--- config.mk ---
export PLATFORM = sky130hd
export DESIGN_NAME = booth_div_seq
export DESIGN_NICKNAME = d
export VERILOG_FILES = /design/src/rtl/booth_div_seq.sv
export SDC_FILE = /design/constraint.sdc
export NUM_CORES = 1
export LEC_CHECK = 0
export CORE_ASPECT_RATIO = 0.8
export CORE_UTILIZATION = 25
export CTS_CLUSTER_SIZE = 28
export DETAILED_ROUTE_END_ITERATION = 8
export PLACE_DENSITY = 0.46
export SLEW_MARGIN = 30
export SYNTH_ARGS = -nofsm -noshare
export SYNTH_HDL_FRONTEND = slang
export SYNTH_SLANG_ARGS = --single-unit
--- constraint.sdc ---
create_clock -name clk -period 2.85 [get_ports clk]
set_input_delay 0.57 -clock clk [delete_from_list [all_inputs] [get_ports clk]]
set_output_delay 0.57 -clock clk [all_outputs]
set_load 0.02 [all_outputs]
--- src/rtl/booth_div_seq.sv ---
// booth_div_seq: sequential signed restoring divider (one quotient bit per cycle) with valid/ready handshakes
module booth_div_seq #(
    parameter int WIDTH_N = 8,
    parameter int WIDTH_D = 8
) (
    input  logic               clk,
    input  logic               rstn,
    input  logic               in_vld,
    output logic               in_rdy,
    input  logic [WIDTH_N-1:0] dividend,
    input  logic [WIDTH_D-1:0] divisor,
    output logic               out_vld,
    input  logic               out_rdy,
    output logic [WIDTH_N-1:0] quotient,
    output logic [WIDTH_D-1:0] remainder,
    output logic               dbz,
    output logic               ovf
);
    localparam int CW = $clog2(WIDTH_N);
    localparam logic [CW-1:0] LAST = CW'(WIDTH_N - 1);
    localparam logic [WIDTH_N-1:0] MIN_N = {1'b1, {(WIDTH_N-1){1'b0}}};

    typedef enum logic [1:0] {IDLE, CALC, FIX, DONE} state_t;
    state_t state, state_nxt;

    logic [WIDTH_N-1:0] qreg;
    logic [WIDTH_D:0]   prem, dvs_mag;
    logic [CW-1:0]      cnt;
    logic               sign_n, sign_d, dbz_r, ovf_r;
    logic [WIDTH_N-1:0] dnd_abs;
    logic [WIDTH_D-1:0] dvs_abs;
    logic [WIDTH_D+1:0] shifted, trial;
    logic               qbit, accept;

    // Magnitudes fit unsigned in the operand width, so min_neg needs no extra bit here
    assign dnd_abs = dividend[WIDTH_N-1] ? -dividend : dividend;
    assign dvs_abs = divisor[WIDTH_D-1] ? -divisor : divisor;
    assign shifted = {prem, qreg[WIDTH_N-1]};
    assign trial   = shifted - {1'b0, dvs_mag};
    // With a zero divisor every step "succeeds", so prem just collects the dividend magnitude bits
    assign qbit    = dbz_r | ~trial[WIDTH_D+1];
    assign accept  = in_vld && in_rdy;

    // State register
    always_ff @(posedge clk or negedge rstn) begin
        if (!rstn) state <= IDLE;
        else       state <= state_nxt;
    end

    // Next-state and handshake outputs
    always_comb begin
        state_nxt = state;
        in_rdy    = 1'b0;
        out_vld   = 1'b0;
        case (state)
            IDLE: begin
                in_rdy = 1'b1;
                if (in_vld) state_nxt = CALC;
            end
            CALC: if (cnt == LAST) state_nxt = FIX;
            FIX:  state_nxt = DONE;
            DONE: begin
                out_vld = 1'b1;
                if (out_rdy) state_nxt = IDLE;
            end
            default: state_nxt = IDLE;
        endcase
    end

    // Operand capture, shift-subtract iteration and sign fix-up of the results
    always_ff @(posedge clk or negedge rstn) begin
        if (!rstn) begin
            qreg      <= '0;
            prem      <= '0;
            dvs_mag   <= '0;
            cnt       <= '0;
            sign_n    <= 1'b0;
            sign_d    <= 1'b0;
            dbz_r     <= 1'b0;
            ovf_r     <= 1'b0;
            quotient  <= '0;
            remainder <= '0;
            dbz       <= 1'b0;
            ovf       <= 1'b0;
        end else begin
            if (accept) begin
                qreg    <= dnd_abs;
                dvs_mag <= {1'b0, dvs_abs};
                sign_n  <= dividend[WIDTH_N-1];
                sign_d  <= divisor[WIDTH_D-1];
                dbz_r   <= divisor == '0;
                ovf_r   <= dividend == MIN_N && divisor == '1;
                prem    <= '0;
                cnt     <= '0;
            end
            if (state == CALC) begin
                qreg <= {qreg[WIDTH_N-2:0], qbit};
                prem <= qbit ? trial[WIDTH_D:0] : shifted[WIDTH_D:0];
                cnt  <= cnt + 1'b1;
            end
            if (state == FIX) begin
                quotient  <= dbz_r ? '1 : ovf_r ? MIN_N : (sign_n ^ sign_d) ? -qreg : qreg;
                remainder <= ovf_r ? '0 : sign_n ? -prem[WIDTH_D-1:0] : prem[WIDTH_D-1:0];
                dbz       <= dbz_r;
                ovf       <= ovf_r;
            end
        end
    end
endmodule

==> metrics.txt <==
outcome complete, no violations; Sequential Power Share 29.2%; CTS tree done; switch share 44.6%; Required @ worst endpoint 3.05 ns; internal power component 0.00260 W; Pleak 1.73 nW; Tightest Hold Check Type input port to asynchronous set/reset pin; Mapped Cells around 370; overall routing resource usage about 12%; PostCTS Resize Cnt 0; via count 2626; hold buffers post-CTS 0; worst-skew pair later-pin latency ~0.30 ns; Post-synth EDFFs 0; Worst VDD drop 0.000303 V; DR pass1 iterations 4; Initial Utilization a little over a quarter; Die Span Y 103 um; root buf cell clkbuf_16; Multi-input gate area 1710 um2; count of state elements after synthesis 52; synthesized area 3220 um2; total wire length about 7.6 mm; critical path arrival 2.64 ns; setup TNS 0 ns; post-synthesis sequential area ratio a little over 40%; I/O pin cnt 40; worst flop-to-flop path startpoint prem[2]$_DFFE_PN0P_; fillers 1305; Diodes inserted 0; reg2reg end prem[1]$_DFFE_PN0P_; Clock Sink Count 52; largest net degree at the start of global routing 32; GRT overflow 0; startpoint types register; Die Width 129 um; Residual DRC 0; Port Buffer Count 39; dpl cells approximately 570; critical path fanouts, max 13; CTS clk-pin slew, worst paths ~0.070 ns; Avg Vias per Cell 4.58; clk buf depth 2; area delta synth->final 23.0%; CP endpoint kind register; post-synth cell types 42; yosys warns 0; vias in the first global route between 2k and 3k; dominant synthesized flop cell dfrtp_1; NetSw 0.00209 W; H-tree depth 2; final hold vios 0; ys async rst share 100%; first-pass GRT wire length 12.9 mm; Rel. slew slack 53.1%; cts bufs inserted 5; post-CTS setup buffers 0; DP HPWL 5.86 mm; layout net count 441; CP Class register to register; Sequential Area ~1300 um2; Hold Slack around 0.29 ns; non-filler instance count after layout 573; Clock Power Share between 10% and 20%; syn_nets 406; # rows 36; drt wl/cell 13.3 um; die footprint 13300 um2; Clock Skew 0.00573 ns; share of cells above drive strength 1 between 7 and 8%; initial antenna violation count 0; Core ar. 12300 um2; f_max just over 400 MHz; Combinational Power Share 57.5%; measured slew at the worst slew-check pin between 0.7 and 0.8 ns; worst reg-to-reg setup slack 0.41 ns; GPL Wtd Cong 0.772; max_cap viols 0; RSZ-0062 raised after global routing false; setup violators final 0; min cycle time layout 2.44 ns; Final ANT Viol Nets 0; syn_area_per_cell 8.79 um2; max-slew violations 0; worst setup path start prem[2]$_DFFE_PN0P_; FF-to-FF path depth 7; First DRT Iteration DRCs 89; final period utilization 85.7%; PD cells approximately 1200 nW/um2; Power, Total 0.00469 W
[cell usage after synthesis, types with 6 or more instances]
library cell / n / area (um2)
ha_1: 19 / 238
dfrtp_1: 52 / 1300
a21oi_1: 29 / 145
xor2_1: 18 / 158
nor3_1: 8 / 40.0
xnor2_1: 9 / 78.8
nor2_1: 22 / 82.6
o211ai_1: 6 / 45.0
nand2_1: 41 / 154
clkbuf_1: 14 / 52.6
mux2i_1: 6 / 60.1
inv_1: 33 / 124
o22ai_1: 9 / 56.3
o21ai_0: 28 / 140
nand4_1: 6 / 37.5
nand3_1: 14 / 70.1
[layer usage]
layer,vias up,wire [um],global-route usage [%]
li1,1342,-,-
met1,1224,4080,18.4
met2,56,3100,18.8
met3,4,379,2.21
met4,0,60,2.71
met5,-,0,0
[critical path, cell delays in order (launching register included)]
cell,delay (ns)
dfrtp_1,0.46
ha_1,0.39
and3_1,0.20
a21oi_1,0.21
a31oi_1,0.13
or4_4,0.52
and2_4,0.22
o311ai_2,0.20
[cell type report]
| class | count | share of cell area (%) |
|---|---|---|
| clock buffers | 5 | 3.16 |
| repair buffers | 47 | 11.6 |
| flip-flops and latches | 52 | 32.9 |
| well taps | 171 | 5.41 |
| clock inverters | 3 | 0.633 |
| inverters | 33 | 3.13 |
| multi-input cells | 262 | 43.2 |
[through the flow]
| stage | utilization, % | worst slack (ns) | area, um2 |
|---|---|---|---|
| detailed placement | 30.8 | 0.429 | 3810 |
| floorplan | - | 0.637 | 3220 |
| global placement | 30.8 | 0.455 | 3810 |
| CTS | 32.1 | 0.406 | 3960 |
| global route | 32.1 | 0.196 | 3960 |
| finish | 32.1 | 0.408 | 3960 |
[sequential cells by signal, indices dropped and copies added, names as in the netlist]
register,cells
dbz,1
state,2
sign_d,1
prem,9
sign_n,1
qreg,8
dbz_r,1
remainder,8
dvs_mag,8
quotient,8
ovf,1
ovf_r,1
cnt,3
[placed cells by master (no fill, tap or decap), drive strengths merged, types with 2 or more instances in the layout]
cell / n
dfrtp: 52
nand2: 41
clkdlybuf4s50: 38
inv: 35
a21oi: 29
o21ai: 28
nor2: 22
ha: 19
xor2: 18
nand3: 14
xnor2: 9
o22ai: 9
buf: 9
nor3: 8
o31ai: 7
mux2i: 6
o211ai: 6
nand4: 6
clkbuf: 5
or3: 4
mux2: 4
a21o: 4
nor2b: 4
a31oi: 3
a211o: 3
or4: 3
and3: 3
a32o: 2
[worst max-delay path by stage]
| stage | to | cells after the start |
|---|---|---|
| 2_1_floorplan | prem[0]$_DFFE_PN0P_ | 7 |
| 3_3_place_gp | ovf_r$_DFFE_PN0P_ | 4 |
| 3_5_place_dp | prem[1]$_DFFE_PN0P_ | 7 |
| 4_1_cts | prem[1]$_DFFE_PN0P_ | 7 |
| 5_1_grt | prem[1]$_DFFE_PN0P_ | 7 |
| 6_report | prem[1]$_DFFE_PN0P_ | 7 |
[power by group through the flow]
stage          logic, W  registers (W)  clock network, W
2_1_floorplan   0.00191        0.00140                 0
3_5_place_dp    0.00271        0.00139                 0
6_report        0.00270        0.00137          0.000625
4_1_cts         0.00273        0.00138          0.000647
3_3_place_gp    0.00271        0.00138                 0
5_1_grt         0.00307        0.00143          0.000689
[cells by family (layout without fill, tap and decap cells)]
group / count (synthesis) / count (layout) / share of synthesized area (%)
and+or+nand+nor: 109 / 109 / 16.0
xor gates and xnor gates: 27 / 27 / 7.35
adders and majority gates: 20 / 20 / 8.02
DFF: 52 / 52 / 40.5
muxes: 10 / 10 / 3.27
AOI/OAI and AO/OA: 96 / 96 / 18.6
buffers and inverters: 52 / 88 / 6.38
Note: power is estimated with default switching activity, not from simulation.
